<file path="config.mk">
export PLATFORM = sky130hd
export DESIGN_NAME = uart_tx_fifo_param_flat
export DESIGN_NICKNAME = d
export VERILOG_FILES = /design/src/rtl/uart_pkg.sv /design/src/rtl/uart_tx_fifo_param_if.sv /design/src/rtl/sync_fifo.sv /design/src/rtl/uart_tx_fifo_param.sv /design/src/flat_wrapper.sv
export SDC_FILE = /design/constraint.sdc
export NUM_CORES = 1
export LEC_CHECK = 0
export BUFFER_PORTS_ARGS = -buffer_cell sky130_fd_sc_hd__clkbuf_2
export CAP_MARGIN = 10
export CORE_MARGIN = 2
export CORE_UTILIZATION = 59
export CTS_CLUSTER_DIAMETER = 80
export DETAILED_ROUTE_END_ITERATION = 10
export PLACE_DENSITY = 0.79
export SYNTH_ARGS = -nofsm -noshare
export SYNTH_HDL_FRONTEND = slang
export SYNTH_HIERARCHICAL = 1
export SYNTH_SLANG_ARGS = --single-unit
</file>
<file path="constraint.sdc">
create_clock -name UART_CLK -period 3.6 [get_ports UART_CLK]
set_input_delay 0.9 -clock UART_CLK [delete_from_list [all_inputs] [get_ports UART_CLK]]
set_output_delay 0.9 -clock UART_CLK [all_outputs]
set_load 0.005 [all_outputs]
</file>
<file path="src/rtl/uart_pkg.sv">
// rtl/uart_pkg.sv - shared types, bounds and parity helper for the UART transmit path
package uart_pkg;

  typedef enum logic [2:0] {
    IDLE,
    START,
    DATA,
    PARITY,
    STOP
  } tx_state_t;

  localparam int DATA_W_MIN = 5;
  localparam int DATA_W_MAX = 8;

  // Narrower words are zero-extended by the caller, which leaves the XOR unchanged.
  function automatic logic calc_parity(input logic [DATA_W_MAX-1:0] data, input logic odd);
    return (^data) ^ odd;
  endfunction

endpackage

</file>
<file path="src/rtl/uart_tx_fifo_param_if.sv">
// rtl/uart_tx_fifo_param_if.sv - host write, frame config and status bundle of the UART transmitter
interface uart_tx_fifo_param_if #(
  parameter int DATA_W     = 8,
  parameter int FIFO_DEPTH = 4,
  parameter int DIV_W      = 16
);
  localparam int LVL_W = $clog2(FIFO_DEPTH) + 1;

  logic              WR_EN;
  logic [DATA_W-1:0] WR_DATA;
  logic [DIV_W-1:0]  BAUD_DIV;
  logic [3:0]        START_BITS;
  logic [3:0]        STOP_BITS;
  logic              PARITY_EN;
  logic              PARITY_ODD;
  logic              UART_OUT;
  logic              FULL;
  logic              EMPTY;
  logic [LVL_W-1:0]  LEVEL;
  logic              BUSY;
  logic              OVERRUN;

  modport master (
    output WR_EN, WR_DATA, BAUD_DIV, START_BITS, STOP_BITS, PARITY_EN, PARITY_ODD,
    input  UART_OUT, FULL, EMPTY, LEVEL, BUSY, OVERRUN
  );

  modport slave (
    input  WR_EN, WR_DATA, BAUD_DIV, START_BITS, STOP_BITS, PARITY_EN, PARITY_ODD,
    output UART_OUT, FULL, EMPTY, LEVEL, BUSY, OVERRUN
  );

endinterface

</file>
<file path="src/rtl/sync_fifo.sv">
// rtl/sync_fifo.sv - single-clock FIFO with registered status and sticky overrun
module sync_fifo #(
  parameter int DATA_W     = 8,
  parameter int FIFO_DEPTH = 4,
  localparam int LVL_W     = $clog2(FIFO_DEPTH) + 1
) (
  input  logic              clk,
  input  logic              rst,
  input  logic              wr_en,
  input  logic [DATA_W-1:0] wr_data,
  input  logic              pop,
  output logic [DATA_W-1:0] rd_data,
  output logic              full,
  output logic              empty,
  output logic [LVL_W-1:0]  level,
  output logic              overrun
);
  localparam int PTR_W = $clog2(FIFO_DEPTH);

  logic [DATA_W-1:0] mem [FIFO_DEPTH];
  logic [PTR_W-1:0]  wr_ptr;
  logic [PTR_W-1:0]  rd_ptr;
  logic              do_pop;
  logic              do_write;
  logic [LVL_W-1:0]  level_next;

  // A pop in the same cycle frees the slot, so a full FIFO can still take the write.
  assign do_pop   = pop && !empty;
  assign do_write = wr_en && (!full || do_pop);
  assign rd_data  = mem[rd_ptr];

  always_comb begin
    level_next = level;
    if (do_write && !do_pop) begin
      level_next = level + 1'b1;
    end else if (!do_write && do_pop) begin
      level_next = level - 1'b1;
    end
  end

  always_ff @(posedge clk) begin
    if (rst) begin
      wr_ptr  <= '0;
      rd_ptr  <= '0;
      level   <= '0;
      full    <= 1'b0;
      empty   <= 1'b1;
      overrun <= 1'b0;
    end else begin
      if (do_write) begin
        wr_ptr <= wr_ptr + 1'b1;
      end
      if (do_pop) begin
        rd_ptr <= rd_ptr + 1'b1;
      end
      level <= level_next;
      full  <= (level_next == LVL_W'(FIFO_DEPTH));
      empty <= (level_next == '0);
      if (wr_en && !do_write) begin
        overrun <= 1'b1;
      end
    end
  end

  always_ff @(posedge clk) begin
    if (do_write) begin
      mem[wr_ptr] <= wr_data;
    end
  end

endmodule

</file>
<file path="src/rtl/uart_tx_fifo_param.sv">
// rtl/uart_tx_fifo_param.sv - buffered UART transmitter with per-frame start/stop/parity/baud config
module uart_tx_fifo_param
  import uart_pkg::*;
#(
  parameter int DATA_W     = 8,
  parameter int FIFO_DEPTH = 4,
  parameter int DIV_W      = 16
) (
  input  logic                 UART_CLK,
  input  logic                 RESET,
  uart_tx_fifo_param_if.slave  bus
);
  localparam logic [3:0] LAST_DATA = 4'(DATA_W - 1);

  if (DATA_W < DATA_W_MIN || DATA_W > DATA_W_MAX) begin : g_bad_data_w
    $error("uart_tx_fifo_param: DATA_W must be within 5..8");
  end

  tx_state_t         state;
  tx_state_t         state_next;
  logic [DATA_W-1:0] head;
  logic [DATA_W-1:0] shift;
  logic [DATA_W-1:0] shift_next;
  logic [DIV_W-1:0]  baud_cnt;
  logic [DIV_W-1:0]  baud_next;
  logic [DIV_W-1:0]  cfg_div;
  logic [3:0]        bit_cnt;
  logic [3:0]        bit_next;
  logic [3:0]        cfg_start;
  logic [3:0]        cfg_stop;
  logic              cfg_par_en;
  logic              par_bit;
  logic              pop;
  logic              tick;
  logic              out_next;
  logic              busy_next;

  sync_fifo #(
    .DATA_W     (DATA_W),
    .FIFO_DEPTH (FIFO_DEPTH)
  ) u_fifo (
    .clk     (UART_CLK),
    .rst     (RESET),
    .wr_en   (bus.WR_EN),
    .wr_data (bus.WR_DATA),
    .pop     (pop),
    .rd_data (head),
    .full    (bus.FULL),
    .empty   (bus.EMPTY),
    .level   (bus.LEVEL),
    .overrun (bus.OVERRUN)
  );

  assign tick = (baud_cnt == cfg_div);

  // UART_OUT is registered, so each branch computes the level of the bit being entered.
  always_comb begin
    state_next = state;
    baud_next  = baud_cnt;
    bit_next   = bit_cnt;
    shift_next = shift;
    out_next   = bus.UART_OUT;
    busy_next  = bus.BUSY;
    pop        = 1'b0;
    if (state == IDLE) begin
      out_next  = 1'b1;
      busy_next = 1'b0;
      if (!bus.EMPTY) begin
        pop        = 1'b1;
        state_next = START;
        out_next   = 1'b0;
        busy_next  = 1'b1;
        baud_next  = '0;
        bit_next   = '0;
      end
    end else if (!tick) begin
      baud_next = baud_cnt + 1'b1;
    end else begin
      baud_next = '0;
      bit_next  = bit_cnt + 1'b1;
      case (state)
        START: begin
          if (bit_cnt == cfg_start - 4'd1) begin
            state_next = DATA;
            bit_next   = '0;
            out_next   = shift[0];
          end
        end
        DATA: begin
          if (bit_cnt == LAST_DATA) begin
            bit_next = '0;
            if (cfg_par_en) begin
              state_next = PARITY;
              out_next   = par_bit;
            end else begin
              state_next = STOP;
              out_next   = 1'b1;
            end
          end else begin
            shift_next = shift >> 1;
            out_next   = shift[1];
          end
        end
        PARITY: begin
          state_next = STOP;
          bit_next   = '0;
          out_next   = 1'b1;
        end
        STOP: begin
          if (bit_cnt == cfg_stop - 4'd1) begin
            bit_next = '0;
            if (!bus.EMPTY) begin
              pop        = 1'b1;
              state_next = START;
              out_next   = 1'b0;
            end else begin
              state_next = IDLE;
              out_next   = 1'b1;
              busy_next  = 1'b0;
            end
          end
        end
        default: begin
          state_next = IDLE;
          out_next   = 1'b1;
          busy_next  = 1'b0;
        end
      endcase
    end
  end

  always_ff @(posedge UART_CLK) begin
    if (RESET) begin
      state        <= IDLE;
      baud_cnt     <= '0;
      bit_cnt      <= '0;
      shift        <= '0;
      cfg_div      <= '0;
      cfg_start    <= 4'd1;
      cfg_stop     <= 4'd1;
      cfg_par_en   <= 1'b0;
      par_bit      <= 1'b0;
      bus.UART_OUT <= 1'b1;
      bus.BUSY     <= 1'b0;
    end else begin
      state        <= state_next;
      baud_cnt     <= baud_next;
      bit_cnt      <= bit_next;
      bus.UART_OUT <= out_next;
      bus.BUSY     <= busy_next;
      if (pop) begin
        shift      <= head;
        cfg_div    <= bus.BAUD_DIV;
        cfg_start  <= (bus.START_BITS == 4'd0) ? 4'd1 : bus.START_BITS;
        cfg_stop   <= (bus.STOP_BITS == 4'd0) ? 4'd1 : bus.STOP_BITS;
        cfg_par_en <= bus.PARITY_EN;
        par_bit    <= calc_parity(DATA_W_MAX'(head), bus.PARITY_ODD);
      end else begin
        shift <= shift_next;
      end
    end
  end

endmodule
</file>
<file path="src/flat_wrapper.sv">
// flat-port wrapper written by rule: the top's interface ports become plain ports
module uart_tx_fifo_param_flat import uart_pkg::*;
#(
  parameter int DATA_W     = 8,
  parameter int FIFO_DEPTH = 4,
  parameter int DIV_W      = 16
)
  (UART_CLK, RESET, bus_WR_EN, bus_WR_DATA, bus_BAUD_DIV, bus_START_BITS, bus_STOP_BITS, bus_PARITY_EN, bus_PARITY_ODD, bus_UART_OUT, bus_FULL, bus_EMPTY, bus_LEVEL, bus_BUSY, bus_OVERRUN);
  uart_tx_fifo_param_if #(.DATA_W(DATA_W), .FIFO_DEPTH(FIFO_DEPTH), .DIV_W(DIV_W)) bus_i ();
  input  logic UART_CLK;
  input  logic RESET;
  input wire logic [$bits(bus_i.WR_EN)-1:0] bus_WR_EN;
  input wire logic [$bits(bus_i.WR_DATA)-1:0] bus_WR_DATA;
  input wire logic [$bits(bus_i.BAUD_DIV)-1:0] bus_BAUD_DIV;
  input wire logic [$bits(bus_i.START_BITS)-1:0] bus_START_BITS;
  input wire logic [$bits(bus_i.STOP_BITS)-1:0] bus_STOP_BITS;
  input wire logic [$bits(bus_i.PARITY_EN)-1:0] bus_PARITY_EN;
  input wire logic [$bits(bus_i.PARITY_ODD)-1:0] bus_PARITY_ODD;
  output wire logic [$bits(bus_i.UART_OUT)-1:0] bus_UART_OUT;
  output wire logic [$bits(bus_i.FULL)-1:0] bus_FULL;
  output wire logic [$bits(bus_i.EMPTY)-1:0] bus_EMPTY;
  output wire logic [$bits(bus_i.LEVEL)-1:0] bus_LEVEL;
  output wire logic [$bits(bus_i.BUSY)-1:0] bus_BUSY;
  output wire logic [$bits(bus_i.OVERRUN)-1:0] bus_OVERRUN;
  assign bus_i.WR_EN = bus_WR_EN;
  assign bus_i.WR_DATA = bus_WR_DATA;
  assign bus_i.BAUD_DIV = bus_BAUD_DIV;
  assign bus_i.START_BITS = bus_START_BITS;
  assign bus_i.STOP_BITS = bus_STOP_BITS;
  assign bus_i.PARITY_EN = bus_PARITY_EN;
  assign bus_i.PARITY_ODD = bus_PARITY_ODD;
  assign bus_UART_OUT = bus_i.UART_OUT;
  assign bus_FULL = bus_i.FULL;
  assign bus_EMPTY = bus_i.EMPTY;
  assign bus_LEVEL = bus_i.LEVEL;
  assign bus_BUSY = bus_i.BUSY;
  assign bus_OVERRUN = bus_i.OVERRUN;
  uart_tx_fifo_param #(.DATA_W(DATA_W), .FIFO_DEPTH(FIFO_DEPTH), .DIV_W(DIV_W)) u_core (.UART_CLK(UART_CLK), .RESET(RESET), .bus(bus_i));
endmodule
</file>
* After elaboration in Yosys (flattened, before gate mapping)
Memory sizes are Yosys's and may differ from the RTL's. A register that Yosys moved wholly into a read port is not among the register bits.
Index checks and enable logic that the tools add are counted.
** Operators by class
- Add/sub/neg operators :: 8
- Equality and inequality tests :: 17
- Mux-type cells :: 50
- Bitwise logic cells :: 1
- Reduce and logical (&&, ||, !) cells :: 24
** Operators by type and width (count)
- $mux W16 :: 3
- $mux W8 :: 5
- $mux W4 :: 8
- $mux W3 :: 9
- $mux W1 :: 19
- $add A16 B1 Y16 const B :: 1
- $eq A16 B16 Y1 :: 1
- $pmux W4 S4 :: 1
- $pmux W3 S4 :: 1
- $ne A3 B1 Y1 const B :: 3
- $eq A4 B4 Y1 :: 2
- $logic_not A4 Y1 :: 2
- $reduce_and A4 Y1 :: 2
- $reduce_xor A8 Y1 :: 1
- $sub A4 B1 Y4 const B :: 2
- $eq A3 B2 Y1 const B :: 2
- $eq A3 B3 Y1 const B :: 2
- $logic_not A3 Y1 :: 2
- $ne A2 B2 Y1 const B :: 3
- $reduce_bool A2 Y1 :: 3
- $logic_and A1 B1 Y1 :: 5
- $reduce_and A5 Y1 :: 1
- $add A2 B1 Y2 const B :: 2
- $add A4 B1 Y4 const B :: 1
- other kinds (15) :: 19
** Storage, ports and cells
- Register bits after elaboration :: 69
- Memory bits (writable) :: 32
- Bits of input ports :: 37
- Output and inout port bits :: 8
- Logic and storage cells :: 118
- Memories :: 1
** Memories
- u_core.u_fifo.mem :: words 4, width 8, read ports 1, clocked after Yosys merged registers in 1, write ports 1, line sync_fifo.sv:20 : logic [DATA_W-1:0] mem [FIFO_DEPTH];

* Longest topological paths before layout
- Depth after elaboration :: 14
- Mapped depth :: 13
- Depth with buffers taken out :: 11

* Cells and area by module
Netlist, hierarchy kept.
** Modules (own cells, without submodules)
- uart_tx_fifo_param :: times used 1, cells each 348, area an instance 3154.3 um2, sequential area each 1181.1 um2
- sync_fifo :: times used 1, cells each 119, area an instance 1845.5 um2, sequential area each 1201.2 um2

* Worst setup path after synthesis
OpenSTA, ideal clock, no wires.
- Path type :: flip-flop to flip-flop
- Start :: register u_core.baud_cnt[0]
- End :: memory u_core.u_fifo.mem[0][0] (enable)
- Setup time :: 332 ps
- Arrival time :: 2348 ps
- Required time :: 3268 ps
- Slack :: 921 ps
- Stages on the path, launching flop included :: 11
- Path buffers :: 2
- Period minus slack after synthesis :: 2679 ps
- Cell sequence :: dfxtp_1 -> xnor2_1 -> nand4_1 -> nor4_4 -> a31oi_4 -> clkinv_2 -> buf_6 -> nand2b_2 -> buf_6 -> a21oi_2 -> and2_1
** Between the ends
- Longest elaborated chain between the ends :: 8
** RTL lines
- start: declaration :: line uart_tx_fifo_param.sv:24 : logic [DIV_W-1:0] baud_cnt;
- start signal: assignment :: line uart_tx_fifo_param.sv:147 : baud_cnt <= baud_next;
- $eq A16 B16 Y1 :: line uart_tx_fifo_param.sv:54 : assign tick = (baud_cnt == cfg_div);
- $mux W1 :: line uart_tx_fifo_param.sv:76 : end else if (!tick) begin
- $mux W1 :: line uart_tx_fifo_param.sv:65 : if (state == IDLE) begin
- named net u_core.pop :: line uart_tx_fifo_param.sv:33 : logic pop;
- $logic_and A1 B1 Y1 :: line sync_fifo.sv:28 : assign do_pop = pop && !empty;
- $logic_or A1 B1 Y1 :: line sync_fifo.sv:29 : assign do_write = wr_en && (!full || do_pop);
- $logic_and A1 B1 Y1 :: line sync_fifo.sv:29
- $mux W1 :: line sync_fifo.sv:66 : if (do_write) begin
- $mux W1 (not written as such) :: line sync_fifo.sv:67 : mem[wr_ptr] <= wr_data;
- end: declaration :: line sync_fifo.sv:20
The timed path passes the listed nets, and every way through them passes these cells.

* Worst setup path in the final report
- Start :: register u_core.cfg_stop[0]
- End :: memory u_core.u_fifo.mem[3][1] (enable)
** Between the ends
- Longest elaborated chain between the ends :: 11
** RTL lines
- start: declaration :: line uart_tx_fifo_param.sv:30 : logic [3:0] cfg_stop;
- start signal: assignment :: line uart_tx_fifo_param.sv:155 : cfg_stop <= (bus.STOP_BITS == 4'd0) ? 4'd1 : bus.STOP_BITS;
- $sub A4 B1 Y4 :: line uart_tx_fifo_param.sv:110 : if (bit_cnt == cfg_stop - 4'd1) begin
- $eq A4 B4 Y1 :: line uart_tx_fifo_param.sv:110
- $mux W1 :: line uart_tx_fifo_param.sv:110
- $mux W1 :: line uart_tx_fifo_param.sv:81 : case (state)
- $mux W1 :: line uart_tx_fifo_param.sv:76
- $mux W1 :: line uart_tx_fifo_param.sv:65
- $logic_and A1 B1 Y1 :: line sync_fifo.sv:28
- $logic_or A1 B1 Y1 :: line sync_fifo.sv:29
- $logic_and A1 B1 Y1 :: line sync_fifo.sv:29
- $mux W1 :: line sync_fifo.sv:66
- $mux W1 (not written as such) :: line sync_fifo.sv:67
No other way between the ends.

==> results.sh <==
export IMPL_setup_tns_ps=0
export IMPL_clk_latency_ps=360
export IMPL_post_cts_setup_buffer_count=0
export IMPL_path_class="reg2reg"
export IMPL_crit_arrival_ps=2920
export IMPL_period_needed_ps=2904
export IMPL_hold_buffers=0
export IMPL_finalWorstSetupSlack_ps=695.6
export IMPL_num_vias=3581
export IMPL_cpMaxStageDelayCell="and2_1"
export IMPL_clockBufferDepth=2
export IMPL_place_congestion=0.8735
export IMPL_area_growth_pct=7.683
export IMPL_grt_ovfl_total=0
export IMPL_post_dp_cell_area_sq_um=5226
export IMPL_antenna_found_initial=0
export IMPL_io_pins=45
export IMPL_drt_iter0_drc=211
export IMPL_track_usage_pct=22.75
export IMPL_cp_max_fo=13
export IMPL_ys_top_cells_by_count="71 x dfxtp_1, 47 x nor2_1, 32 x edfxtp_1"
export IMPL_crit_chain="inv_1 > ha_1 > xor2_1 > nand3_1 > nor2_1 > a31oi_4 > clkinv_2 > nand2b_2 > a21oi_2 > and2_1"
export IMPL_ant_nets=0
export IMPL_crit_path_end_kind="flop"
export IMPL_power_leakage_nw=2.156
export IMPL_holdWs_ps=480.5
export IMPL_num_nets_final=546
export IMPL_fp_row_count=33
export IMPL_ir_drop_mv=0.4712
export IMPL_fin_cells=609
export IMPL_required_ps=3610
export IMPL_ys_warn_count=6
export IMPL_clk_pin_slew_ps=90
export IMPL_grt_pass1_vias=3252
export IMPL_power_mw=3.701
export IMPL_synth_seq_cells=103
export IMPL_wl_per_cell_microns=16.35
export IMPL_grt_max_degree=33
export IMPL_cts_sinks=103
export IMPL_fmax_mhz=344.3
export IMPL_route_detailed_drc=0
export IMPL_rsz0062_at_grt="false"
export IMPL_syn_inst=467
export IMPL_core_area_sq_um=8217
export IMPL_yosysMostFrequentCell="dfxtp_1"
export IMPL_min_path_type="reg2reg"
export IMPL_start_kind="flop"
export IMPL_ys_types=65
export IMPL_n_fill_cell=668
export IMPL_powerDensity_nw_per_um2=687.3
export IMPL_fin_util_pct=65.52
export IMPL_hpwl_microns=7045
export IMPL_numCtsBuffers=9
export IMPL_synth_nets=514
export IMPL_synth_flop_cell="dfxtp_1"
export IMPL_synth_avg_cell_area_sq_um=10.71
export IMPL_synth_area_sq_um=5000
export IMPL_synth_top_cell_area_share_pct=28.43
export IMPL_detailedPlace_worstSlack_ps=730.6
export IMPL_hold_violations=0
export IMPL_portBuffers=44
export IMPL_status="completed"
export IMPL_slew_headroom_pct=44.39
export IMPL_worst_pin_slew_ps=834.2
export IMPL_antenna_cells=0
export IMPL_slowest_delay_ps=450
export IMPL_dp_cells=593
export IMPL_async_flop_share_pct=0
export IMPL_clock_root_buffer="clkbuf_8"
export IMPL_post_cts_resized=0
export IMPL_yosysSeqAreaShare_pct=47.65
export IMPL_worstRegToRegCells=10
export IMPL_die_y_microns=96.06
export IMPL_die_area_sq_um=9227
export IMPL_synth_edf_count=32
export IMPL_drv_cap=0
export IMPL_htree_levels=3
export IMPL_first_pass_iters=5
export IMPL_synth_area_leaders="dfxtp_1 28%, edfxtp_1 19%, mux2i_1 5.4%"
export IMPL_holdPathStages=2
export IMPL_cts_tree="built"
export IMPL_slew_violations=0
export IMPL_grt_pass1_wl_microns=16080
export IMPL_fin_skew_ps=11.72
export IMPL_viasPerCell=5.880
export IMPL_yosys_area_top_type="dfxtp_1"
export IMPL_final_layout_size_suffix_gt1_share_pct=17.46
export IMPL_drt_wl_total_microns=9958
export IMPL_setup_viol=0
export IMPL_die_w_microns=96.06
export IMPL_start_util_pct=60.85
export IMPL_fin_area_sq_um=5384
export IMPL_finalCritPeriodShare_pct=80.68
-- registers in the layout, indices dropped and copies added (netlist names), named ones only --
name                   cells
u_core/bus.BUSY            1
u_core/par_bit             1
u_core/u_fifo/wr_ptr       2
u_core/u_fifo/mem         32
u_core/cfg_par_en          1
u_core/u_fifo/empty        1
u_core/u_fifo/full         1
u_core/cfg_stop            4
u_core/bit_cnt             4
u_core/state               3
u_core/u_fifo/level        3
u_core/u_fifo/overrun      1
u_core/cfg_div            16
u_core/shift               8
u_core/baud_cnt           16
u_core/u_fifo/rd_ptr       2
u_core/bus.UART_OUT        1
u_core/cfg_start           4
-- cell type report --
type / count / area, sq um / share of cell area (%)
multi-input combinational: 317 / 2390 / 44.39
tap: 105 / 131.4 / 2.440
sequential: 103 / 2382 / 44.25
clock buffer: 11 / 131.4 / 2.440
timing repair buffer: 47 / 242.7 / 4.508
inverter: 21 / 80.08 / 1.487
clock inverter: 5 / 26.28 / 0.4880
-- layer usage --
metal / global-route usage (%) / vias up / share of wire (%)
met2: 36.57 / 89 / 48
met3: 3.837 / 13 / 4.7
met1: 31.59 / 1704 / 46
li1: - / 1775 / -
met5: 0 / - / 0
met4: 6.905 / 0 / 1.3
-- placed cells by master, fill, tap and decap left out, types with 5 or more instances in the layout --
cell type  netlist  final
dfxtp_1         71     71
nor2_1          47     47
clkbuf_2         0     44
edfxtp_1        32     32
xnor2_1         30     30
mux2i_1         27     27
nand2_1         24     24
inv_1           20     21
and3_1          17     17
nor3_1          12     12
ha_1            10     10
clkbuf_8         0      9
xor2_1           9      9
a21oi_1          9      9
nand3_1          8      8
a221oi_1         8      8
mux4_2           8      8
a31oi_1          7      7
o22ai_1          7      7
a311oi_1         7      7
a21o_1           7      7
o211ai_1         7      7
and2_1           6      6
nand4_1          5      5
-- worst paths after layout --
check                           from                       to  slack, ps
setup / recovery  u_core/cfg_stop[0]  u_core/u_fifo/mem[3][1]        700
hold / removal       u_core/shift[4]          u_core/shift[4]        480
setup reg to reg  u_core/cfg_stop[0]  u_core/u_fifo/mem[3][1]        700
hold reg to reg      u_core/shift[4]          u_core/shift[4]        480
-- worst max-delay path, delay by kind of cell (launching register included) --
kind / cells / cell delay, ps
AND/OR/NAND/NOR: 4 / 1020
AO/OA/AOI/OAI: 2 / 430
flip-flops: 1 / 400
adder cells (fa/ha/maj): 1 / 300
buffers and inverters: 2 / 280
XOR/XNOR: 1 / 130
-- power breakdown --
part	switching, mW	leakage [nW]	internal, mW	total [mW]
combinational	0.804	1.20	0.659	1.46
sequential	0.213	0.874	1.41	1.62
clock	0.368	0.0843	0.246	0.614
-- logic make-up (layout without fill, tap and decap cells) --
group	after synthesis	count (layout)	synth area share [%]
AND/OR/NAND/NOR	143	143	14.69
flip-flops	103	103	47.65
AO/OA/AOI/OAI	86	86	13.39
buffers and inverters	47	84	4.554
XOR/XNOR	41	41	7.758
multiplexers	37	37	9.459
adder cells (fa/ha/maj)	10	10	2.503
Note: power is estimated with default switching activity, not from simulation.
